### config.mk
export PLATFORM = sky130hd
export DESIGN_NAME = atm_session_ctrl
export DESIGN_NICKNAME = d
export VERILOG_FILES = /design/src/rtl/atm_session_ctrl_pkg.sv /design/src/rtl/atm_session_ctrl_pin_accumulator.sv /design/src/rtl/atm_session_ctrl.sv
export SDC_FILE = /design/constraint.sdc
export NUM_CORES = 1
export LEC_CHECK = 0
export ABC_AREA = 0
export CAP_MARGIN = 40
export CORE_ASPECT_RATIO = 0.6
export CORE_UTILIZATION = 25
export DETAILED_ROUTE_END_ITERATION = 10
export MAX_ROUTING_LAYER = met4
export PLACE_DENSITY = 0.51
export RECOVER_POWER = 100
export SKIP_CTS_REPAIR_TIMING = 1
export SYNTH_ARGS = -nofsm -noshare
export SYNTH_HDL_FRONTEND = slang
export SYNTH_SLANG_ARGS = --single-unit
export TNS_END_PERCENT = 30
### constraint.sdc
create_clock -name clk -period 4.05 [get_ports clk]
set_clock_uncertainty 0.15 [all_clocks]
set_input_delay 1.215 -clock clk [delete_from_list [all_inputs] [get_ports clk]]
set_output_delay 1.215 -clock clk [all_outputs]
set_load 0.01 [all_outputs]
### src/rtl/atm_session_ctrl_pkg.sv
// Shared definitions for the ATM session sequencer: state and error encodings,
// Authenticator status constants and the PIN multiply-add helper.
package atm_session_ctrl_pkg;

    localparam int DEF_MAX_ATTEMPTS   = 3;
    localparam int DEF_TIMEOUT_CYCLES = 1000;
    localparam int DEF_PIN_DIGITS     = 4;
    localparam int PIN_ACC_W          = 14;

    localparam logic ACCOUNT_FOUND = 1'b1;
    localparam logic AUTHENTICATED = 1'b1;

    typedef enum logic [2:0] {
        ST_IDLE      = 3'd0,
        ST_LOOKUP    = 3'd1,
        ST_PIN_ENTRY = 3'd2,
        ST_CHECK     = 3'd3,
        ST_ACTIVE    = 3'd4,
        ST_EJECT     = 3'd5
    } state_t;

    typedef enum logic [2:0] {
        ERR_NONE      = 3'd0,
        ERR_NOT_FOUND = 3'd1,
        ERR_BAD_PIN   = 3'd2,
        ERR_LOCKED    = 3'd3,
        ERR_TIMEOUT   = 3'd4,
        ERR_CANCEL    = 3'd5
    } err_t;

    // p*10 + d built from shifts so no multiplier is inferred
    function automatic logic [PIN_ACC_W-1:0] pin_mac(input logic [PIN_ACC_W-1:0] p,
                                                     input logic [3:0] d);
        return (p << 3) + (p << 1) + {{(PIN_ACC_W-4){1'b0}}, d};
    endfunction

endpackage

### src/rtl/atm_session_ctrl_pin_accumulator.sv
// Keypad PIN accumulator: drops non-decimal and surplus digits, builds the
// binary PIN value and counts accepted digits.
module pin_accumulator
    import atm_session_ctrl_pkg::*;
#(
    parameter int PIN_DIGITS = DEF_PIN_DIGITS
)(
    input  logic                 clk,
    input  logic                 rst_n,
    input  logic                 clear,
    input  logic                 digit_valid,
    input  logic [3:0]           digit,
    output logic [PIN_ACC_W-1:0] pin,
    output logic [2:0]           digit_count
);

    localparam logic [2:0] DIGITS_MAX = 3'(PIN_DIGITS);

    logic [PIN_ACC_W-1:0] pin_q, pin_d;
    logic [2:0]           count_q, count_d;

    always_comb begin
        pin_d   = pin_q;
        count_d = count_q;
        if (clear) begin
            pin_d   = '0;
            count_d = '0;
        end else if (digit_valid && (digit <= 4'd9) && (count_q < DIGITS_MAX)) begin
            pin_d   = pin_mac(pin_q, digit);
            count_d = count_q + 3'd1;
        end
    end

    always_ff @(posedge clk or negedge rst_n) begin
        if (!rst_n) begin
            pin_q   <= '0;
            count_q <= '0;
        end else begin
            pin_q   <= pin_d;
            count_q <= count_d;
        end
    end

    assign pin         = pin_q;
    assign digit_count = count_q;

endmodule

### src/rtl/atm_session_ctrl.sv
// ATM session sequencer: card latch, PIN collection, retry limit with a per-account
// lockout table, inactivity timeout and session grant to transaction logic.
module atm_session_ctrl
    import atm_session_ctrl_pkg::*;
#(
    parameter int MAX_ATTEMPTS   = DEF_MAX_ATTEMPTS,
    parameter int TIMEOUT_CYCLES = DEF_TIMEOUT_CYCLES,
    parameter int PIN_DIGITS     = DEF_PIN_DIGITS
)(
    input  logic        clk,
    input  logic        rst_n,
    input  logic        card_in,
    input  logic [3:0]  card_acc_num,
    input  logic        digit_valid,
    input  logic [3:0]  digit,
    input  logic        enter,
    input  logic        cancel,
    input  logic        end_session,
    input  logic        auth_found,
    input  logic        auth_ok,
    input  logic [3:0]  auth_index,
    output logic [3:0]  auth_acc_num,
    output logic [15:0] auth_pin,
    output logic        session_active,
    output logic [3:0]  acc_index,
    output logic        eject_card,
    output logic [1:0]  attempts_left,
    output logic [2:0]  digit_count,
    output logic [2:0]  err_code
);

    localparam int               TIMER_W       = $clog2(TIMEOUT_CYCLES);
    localparam logic [TIMER_W-1:0] TIMER_LAST  = TIMER_W'(TIMEOUT_CYCLES - 1);
    localparam logic [1:0]       ATTEMPTS_INIT = 2'(MAX_ATTEMPTS);
    localparam logic [2:0]       DIGITS_REQ    = 3'(PIN_DIGITS);

    state_t               state_q, state_d;
    err_t                 err_q, err_d;
    logic [3:0]           acc_num_q, acc_num_d;
    logic [3:0]           acc_index_q, acc_index_d;
    logic [1:0]           attempts_q, attempts_d;
    logic [15:0]          lock_q, lock_d;
    logic [TIMER_W-1:0]   timer_q, timer_d;
    logic                 card_q, card_d;
    logic                 eject_q, eject_d;

    logic                 pin_clear, pin_digit_valid, activity, timed_out;
    logic [PIN_ACC_W-1:0] pin_value;
    logic [2:0]           pin_count;

    pin_accumulator #(.PIN_DIGITS(PIN_DIGITS)) u_pin_acc (
        .clk         (clk),
        .rst_n       (rst_n),
        .clear       (pin_clear),
        .digit_valid (pin_digit_valid),
        .digit       (digit),
        .pin         (pin_value),
        .digit_count (pin_count)
    );

    assign activity  = digit_valid | enter | cancel;
    assign timed_out = !activity && (timer_q == TIMER_LAST);

    always_comb begin
        state_d         = state_q;
        err_d           = err_q;
        acc_num_d       = acc_num_q;
        acc_index_d     = acc_index_q;
        attempts_d      = attempts_q;
        lock_d          = lock_q;
        card_d          = card_in;
        pin_clear       = 1'b0;
        pin_digit_valid = 1'b0;

        if (state_q != ST_IDLE && !card_in) begin
            state_d   = ST_IDLE;
            pin_clear = 1'b1;
        end else if (cancel && state_q != ST_IDLE && state_q != ST_EJECT) begin
            err_d   = ERR_CANCEL;
            state_d = ST_EJECT;
        end else begin
            case (state_q)
                ST_IDLE: begin
                    if (card_in && !card_q) begin
                        acc_num_d = card_acc_num;
                        err_d     = ERR_NONE;
                        state_d   = ST_LOOKUP;
                    end
                end
                ST_LOOKUP: begin
                    if (auth_found != ACCOUNT_FOUND) begin
                        err_d   = ERR_NOT_FOUND;
                        state_d = ST_EJECT;
                    end else if (lock_q[acc_num_q]) begin
                        err_d   = ERR_LOCKED;
                        state_d = ST_EJECT;
                    end else begin
                        attempts_d = ATTEMPTS_INIT;
                        pin_clear  = 1'b1;
                        state_d    = ST_PIN_ENTRY;
                    end
                end
                ST_PIN_ENTRY: begin
                    // enter outranks a same-cycle digit, which is then dropped
                    if (enter) begin
                        if (pin_count == DIGITS_REQ) state_d = ST_CHECK;
                    end else if (digit_valid) begin
                        pin_digit_valid = 1'b1;
                    end else if (timed_out) begin
                        err_d   = ERR_TIMEOUT;
                        state_d = ST_EJECT;
                    end
                end
                ST_CHECK: begin
                    if (auth_ok == AUTHENTICATED) begin
                        acc_index_d = auth_index;
                        err_d       = ERR_NONE;
                        state_d     = ST_ACTIVE;
                    end else begin
                        attempts_d = attempts_q - 2'd1;
                        pin_clear  = 1'b1;
                        if (attempts_q == 2'd1) begin
                            lock_d[acc_num_q] = 1'b1;
                            err_d             = ERR_LOCKED;
                            state_d           = ST_EJECT;
                        end else begin
                            err_d   = ERR_BAD_PIN;
                            state_d = ST_PIN_ENTRY;
                        end
                    end
                end
                ST_ACTIVE: begin
                    if (end_session) begin
                        state_d = ST_EJECT;
                    end else if (timed_out) begin
                        err_d   = ERR_TIMEOUT;
                        state_d = ST_EJECT;
                    end
                end
                default: ;
            endcase
        end

        eject_d = (state_d == ST_EJECT) && (state_q != ST_EJECT);
        if (eject_d) pin_clear = 1'b1;

        if (state_d != state_q || activity) begin
            timer_d = '0;
        end else if (state_q == ST_PIN_ENTRY || state_q == ST_ACTIVE) begin
            timer_d = timer_q + 1'b1;
        end else begin
            timer_d = '0;
        end
    end

    // card_q resets high so a card left in the slot across reset needs a fresh insertion
    always_ff @(posedge clk or negedge rst_n) begin
        if (!rst_n) begin
            state_q     <= ST_IDLE;
            err_q       <= ERR_NONE;
            acc_num_q   <= '0;
            acc_index_q <= '0;
            attempts_q  <= '0;
            lock_q      <= '0;
            timer_q     <= '0;
            card_q      <= 1'b1;
            eject_q     <= 1'b0;
        end else begin
            state_q     <= state_d;
            err_q       <= err_d;
            acc_num_q   <= acc_num_d;
            acc_index_q <= acc_index_d;
            attempts_q  <= attempts_d;
            lock_q      <= lock_d;
            timer_q     <= timer_d;
            card_q      <= card_d;
            eject_q     <= eject_d;
        end
    end

    assign auth_acc_num   = acc_num_q;
    assign auth_pin       = (state_q == ST_PIN_ENTRY || state_q == ST_CHECK)
                            ? {{(16-PIN_ACC_W){1'b0}}, pin_value} : 16'd0;
    assign session_active = (state_q == ST_ACTIVE);
    assign acc_index      = acc_index_q;
    assign eject_card     = eject_q;
    assign attempts_left  = attempts_q;
    assign digit_count    = pin_count;
    assign err_code       = err_q;

endmodule

Word level (Yosys, flattened, before mapping) --
Index checks and enable logic that the tools add are counted.
Operators by class: reductions and logical operators 25, muxes and demuxes 51, $lt $le $gt $ge 4, $add $sub $neg 5, eq/ne operators 18, bitwise logic cells 6
Operators with widths (number):
- 3-bit 2-to-1 mux | 22
- 14-bit 2-to-1 mux | 3
- 3-bit one-hot mux with 5 select lines | 2
- 10-bit 2-to-1 mux | 2
- 16-bit OR | 1
- 14-bit adder | 1
- 14-bit by 4-bit adder with 14-bit output | 1
- 1-bit 2-to-1 mux | 14
- 3-bit != test, second input constant | 4
- 10-bit by 1-bit adder with 10-bit output, second input constant | 1
- 10-bit equality test, second input constant | 1
- 3-bit equality test, second input constant | 3
- 1-bit logical AND | 9
- 2-bit 2-to-1 mux | 4
- 4-bit AND reduction | 2
- 7-bit AND reduction | 1
- 3-bit by 2-bit equality test with 1-bit output, second input constant | 2
- 2-bit != test, second input constant | 3
- 6-bit AND reduction | 1
- 6-bit nonzero test | 1
- 4-bit by 5-bit < comparator with 1-bit output, second input constant | 1
- 5-bit AND reduction | 1
- 1-bit binary-select mux with 4-bit select | 1
- 1-bit demux with 4-bit select | 1
- other kinds (19) | 27
Word-level totals: output and inout port bits 34, bits of input ports 21, bits in registers 61, logic and storage cells 120

Longest topological paths before layout --
word-level depth 14, depth in mapped cells 10

By module --
From an unflattened synthesis, not the netlist that was laid out.
Second synthesis, totals: cell total of the unflattened synthesis 412, area, all modules 3865.0 um^2
By module, submodules not included:
- atm_session_ctrl | cells an instance 258, instances 1, area each 2478.6 um^2
- pin_accumulator | cells an instance 154, instances 1, area each 1386.3 um^2

Worst setup path after synthesis --
OpenSTA, ideal clock, no wires.
kind input to register, from input digit[3], to register u_pin_acc.pin_q[12], in the netlist u_pin_acc.pin[12], data required time 3.817 ns, setup time 0.083 ns, path buffers 0, stages on the path 9, path slack 0.690 ns, arrival 3.128 ns, path through fa_1 > inv_1 > fa_1 > nor2b_1 > o2111ai_1 > a31oi_1 > a31oi_1 > xor2_1 > o22ai_1
On the way: word-level cells in the longest chain between the ends 4
RTL lines:
- from (decl) | line atm_session_ctrl.sv:15 | input logic [3:0] digit,
- parallel branches: the longest is 4 deep, another holds 14-bit by 4-bit adder with 14-bit output
- to (signal assigned) | line atm_session_ctrl_pin_accumulator.sv:39 | pin_q <= pin_d;
- to (decl) | line atm_session_ctrl_pin_accumulator.sv:19 | logic [PIN_ACC_W-1:0] pin_q, pin_d;
Several ways; the timed one is not identified. The select of a mux whose other input is x is not followed. A chain may end at the register's enable or synchronous reset.

Final worst setup path --
from input enter, to register u_pin_acc.pin_q[4], in the netlist u_pin_acc.pin[4]
On the way: word-level cells in the longest chain between the ends 14
RTL lines:
- from (decl) | line atm_session_ctrl.sv:16 | input logic enter,
- 1-bit OR (2 in series) | line atm_session_ctrl.sv:61 | assign activity = digit_valid | enter | cancel;
- 1-bit logical NOT | line atm_session_ctrl.sv:62 | assign timed_out = !activity && (timer_q == TIMER_LAST);
- 1-bit logical AND | line atm_session_ctrl.sv:62
- 3-bit 2-to-1 mux | line atm_session_ctrl.sv:109, atm_session_ctrl.sv:135
- 3-bit 2-to-1 mux | line atm_session_ctrl.sv:107 | end else if (digit_valid) begin
- 3-bit 2-to-1 mux | line atm_session_ctrl.sv:105 | if (enter) begin
- 3-bit one-hot mux with 5 select lines | line atm_session_ctrl.sv:82 | case (state_q)
- 3-bit 2-to-1 mux | line atm_session_ctrl.sv:78 | end else if (cancel && state_q != ST_IDLE && state_q != ST_EJECT) begin
- 3-bit 2-to-1 mux | line atm_session_ctrl.sv:75 | if (state_q != ST_IDLE && !card_in) begin
- 3-bit equality test | line atm_session_ctrl.sv:144 | eject_d = (state_d == ST_EJECT) && (state_q != ST_EJECT);
- 1-bit logical AND | line atm_session_ctrl.sv:144
- 1-bit 2-to-1 mux | line atm_session_ctrl.sv:145 | if (eject_d) pin_clear = 1'b1;
- 14-bit 2-to-1 mux / 2-bit nonzero test (equally long branches)
Parallel ways exist; a longest one is shown, timed or not.

==> summary by stage <==
CTS
TritonCTS built the clock tree. The clock edge transition at the registers on the reported setup and hold paths is 0.06 ns. At the later pin of the worst-skew pair, clock insertion delay measures 0.33 ns. The number of buffers created by CTS is 9. The clock tree root driver cell is sky130_fd_sc_hd__clkbuf_16. The clock sink count is 61. The number of H-tree levels is 3. The maximum count of clock buffers along a single path is 2.

Setup path
The maximum fanout encountered on the critical timing path is 17. Traced cell by cell, the critical path runs through dlygate4sd3_1, nor4b_1, a31oi_1, a2bb2oi_1, o211ai_1, a222oi_1, clkbuf_2, o22ai_1. The worst setup path is captured at a flop. For this run, the slowest stage of the critical path takes approximately 0.63 ns.

Data arrives at the worst endpoint at approximately 3.8 ns. The critical path contains buffers and inverters numbering 2 combined. The kind of critical path is primary input to flop. The slowest stage of the critical path belongs to the cell sky130_fd_sc_hd__dlygate4sd3_1.

In this run the critical register-to-register path is launched from auth_acc_num[1]. The kind of cell with the highest combined delay along the critical path is buffers and inverters. STA classifies the critical path startpoint as a primary input. The critical path starts at enter. At the worst endpoint, the required time is approximately 4.1 ns.

Placed design
The congestion estimate from routability-driven global placement came to around 0.85. The number of cells in the design after placement is 617. Port buffering added 52 buffers. After detailed placement, the total cell area comes to 4510 um^2.

Detailed placement ended at an HPWL of approximately 7200 um.

Global routing
The initial antenna violation count was 0. The total routing usage reported by global routing is 13.5%. The aggregate global routing overflow is 0.

The via count of the first global-routing pass was 2973. The first-pass GRT wire length is 16000 um. The largest net degree at the start of global routing is 33.

Synth
The fraction of post-synthesis cell area in the top cell type by area is 39.9%. The number of distinct library cells after synthesis is 54. The share of async-settable or async-resettable flops after synthesis is 100%. In the synthesized netlist, the number of instances is 378. The sequential share of the synthesized area is 40.6%. The flip-flop and latch count after synthesis is 61.

After synthesis, the mean cell area works out to 9.95 um^2. The number of synthesized flops with an enable pin is 0. The most area-hungry cell type in the Yosys netlist is sky130_fd_sc_hd__dfrtp_1. By area the synthesized netlist is led by sky130_fd_sc_hd__dfrtp_1 (40%), sky130_fd_sc_hd__ha_1 (8.6%), sky130_fd_sc_hd__nand3_1 (3.3%).

The total of warnings raised by yosys is 0. Summing every instance area after synthesis gives 3760 um^2. The dominant synthesized flop cell is sky130_fd_sc_hd__dfrtp_1.

Timing
The final number of max-transition violations is 33. The pin slew with the least headroom to its limit is approximately 1.7 ns. The final worst-path cycle share is 93.6%. The minimum period implied by the final worst setup slack is 3.79 ns.

Headroom to the max-slew limit came out at -14.7%. Adding up every negative setup slack in the final design gives 0 ns. The count of final hold-check violations was 0. Setup repair after global routing left no endpoint under its margin. Setup violations remaining at the end of the flow were counted as 0. The highest attainable clock frequency is 264 MHz.

Detailed routing
The final route contains 3035 vias. In this run the remaining antenna-violating nets after routing total 0. The pre-antenna-repair detailed-routing pass consisted of 4 iterations. For this run, design rule violations remaining after detail routing come to 0. The first routing iteration left roughly 180 violations. The average vias per placed instance is 4.79. The final routed wirelength across all metal layers is 9390 um. The routed wirelength normalized by instance count is roughly 15 um.

Pwr
Summing internal, switching and leakage power gives 0.00245 W. The analysis attributes to cell leakage a power of around 2.2 nW. The power density over the cells is 508 nW/um^2.

The worst vdd rail ir drop is 230 uV.

Finish
After the last flow step, the layout net total stands at 479. The fraction of layout instances using a drive strength above 1 is 11.5%. The final standard cell count with taps included and fillers excluded is 633. Compared with the post-synthesis result, the final layout area differs by 28.3%. The area of all placed cells without fillers is 4830 um^2. The number of antenna diodes is 0.

Floorplanning
The core region is 14600 um^2. The die covers 15600 um^2. The number of top-level design ports is 55. The die width is 160 um. In this run the vertical extent of the chip is 97.0 um. The effective utilization at floorplan is 25.8%. The total number of placement rows is 34.

Min path
The min-delay analysis places its worst path in the category flop to flop. The launch instance of the worst min-delay path is lock_q[6].

Run
Max-cap violations in this run came to 1.

Status
The flow ran to the end, but the final reports show violations. The checks that failed: capacitance limit, slew limit.
==> layout by cell type, fill, tap and decap left out, types with 11 or more instances in the layout <==
| master | n |
|---|---|
| sky130_fd_sc_hd__dfrtp_1 | 60 |
| sky130_fd_sc_hd__ha_1 | 26 |
| sky130_fd_sc_hd__clkdlybuf4s50_1 | 26 |
| sky130_fd_sc_hd__nand3_1 | 25 |
| sky130_fd_sc_hd__dlygate4sd3_1 | 25 |
| sky130_fd_sc_hd__nor3_1 | 17 |
| sky130_fd_sc_hd__inv_1 | 17 |
| sky130_fd_sc_hd__o21ai_0 | 17 |
| sky130_fd_sc_hd__o22ai_1 | 16 |
| sky130_fd_sc_hd__nor2_1 | 15 |
| sky130_fd_sc_hd__nand2_1 | 12 |
| sky130_fd_sc_hd__a21o_1 | 12 |
| sky130_fd_sc_hd__mux2_2 | 11 |
| sky130_fd_sc_hd__a21oi_1 | 11 |
| sky130_fd_sc_hd__xor2_1 | 11 |
==> worst reg2reg max path, cell delays in order (launching register included) <==
cell and delay, ns:
sky130_fd_sc_hd__dfrtp_1 0.57, sky130_fd_sc_hd__mux4_2 0.57, sky130_fd_sc_hd__mux2_2 0.30, sky130_fd_sc_hd__mux2_2 0.28
sky130_fd_sc_hd__o211ai_1 0.35, sky130_fd_sc_hd__a222oi_1 0.15, sky130_fd_sc_hd__clkbuf_2 0.32, sky130_fd_sc_hd__o22ai_1 0.27
==> where the power goes <==
part / leakage [nW] / internal, W / switching, W
sequential: 0.821 / 0.000687 / 0.0000984
clock: 0.170 / 0.000620 / 0.000272
combinational: 1.23 / 0.000325 / 0.000452
==> synthesized netlist by cell type (3+ instances only) <==
cell and number:
sky130_fd_sc_hd__nand2_1 12, sky130_fd_sc_hd__o21ai_0 16, sky130_fd_sc_hd__nand3b_1 3, sky130_fd_sc_hd__clkbuf_1 16
sky130_fd_sc_hd__and3_1 8, sky130_fd_sc_hd__dfrtp_1 60, sky130_fd_sc_hd__a31o_2 6, sky130_fd_sc_hd__xor2_1 11
sky130_fd_sc_hd__nor2b_1 9, sky130_fd_sc_hd__nand3_1 25, sky130_fd_sc_hd__nor3_1 17, sky130_fd_sc_hd__a2bb2oi_1 3
sky130_fd_sc_hd__a21oi_1 11, sky130_fd_sc_hd__nor3b_1 3, sky130_fd_sc_hd__and2_1 15, sky130_fd_sc_hd__buf_2 3
sky130_fd_sc_hd__ha_1 26, sky130_fd_sc_hd__o22ai_1 15, sky130_fd_sc_hd__inv_1 17, sky130_fd_sc_hd__xnor2_1 10
sky130_fd_sc_hd__a21o_1 12, sky130_fd_sc_hd__nor2_1 15, sky130_fd_sc_hd__a31oi_1 5, sky130_fd_sc_hd__a211oi_1 3
sky130_fd_sc_hd__mux2_2 11, sky130_fd_sc_hd__mux4_2 4
==> kinds of logic after synthesis <==
kind of cell               Yosys count  synth area share (%)
and+or+nand+nor                    124                  18.2
AOI/OAI and AO/OA                   89                  16.4
DFF                                 61                  40.6
buffers and inverters               39                  4.39
adders and majority gates           28                  9.71
xor gates and xnor gates            21                  4.89
muxes                               15                  5.69
other                                1                0.0997
==> per-layer routing <==
metal,share of wire (%),GRT usage [%],wire length (um)
met5,0,-,0
met4,1.1,4.18,99
met3,4.3,3.30,404
met2,42,18.3,3910
met1,53,19.4,4970
==> path summary, 6_finish.rpt <==
path	slack, ns	cells after the start	to
setup / recovery	0.26	8	u_pin_acc.pin[4]
hold / removal	0.30	1	lock_q[6]
setup reg to reg	0.99	7	u_pin_acc.pin[4]
hold reg to reg	0.30	1	lock_q[6]
max in group asynchronous	1.00	2	state_q[1]
min in group asynchronous	1.18	1	lock_q[11]
==> state kept, by name (all words and copies together) (netlist names), 2 cells and up <==
register	flops
lock_q	16
state_q	3
attempts_left	2
err_code	3
timer_q	10
acc_index	4
u_pin_acc.digit_count	3
u_pin_acc.pin	14
auth_acc_num	4
==> through the flow <==
| step | hold slack (ns) | worst slack (ns) | utilization, % |
|---|---|---|---|
| finish | 0.299 | 0.260 | 33.1 |
| global route | 0.329 | 0.0802 | 33.1 |
| CTS | 0.305 | 0.306 | 33.3 |
| detailed placement | 0.292 | -0.0253 | 30.9 |
| global placement | 0.282 | -0.00314 | 30.9 |
| floorplan | 0.273 | 0.690 | - |
==> layout make-up <==
cell class	count	area [um^2]
multi-input cells	279	2060
fillers	1472	9760
inverters	17	63.8
repair buffers	62	577
clock buffers	11	243
flip-flops and latches	61	1530
well taps	198	248
clock inverters	5	108
No activity file was read; power rests on OpenSTA's default activity.
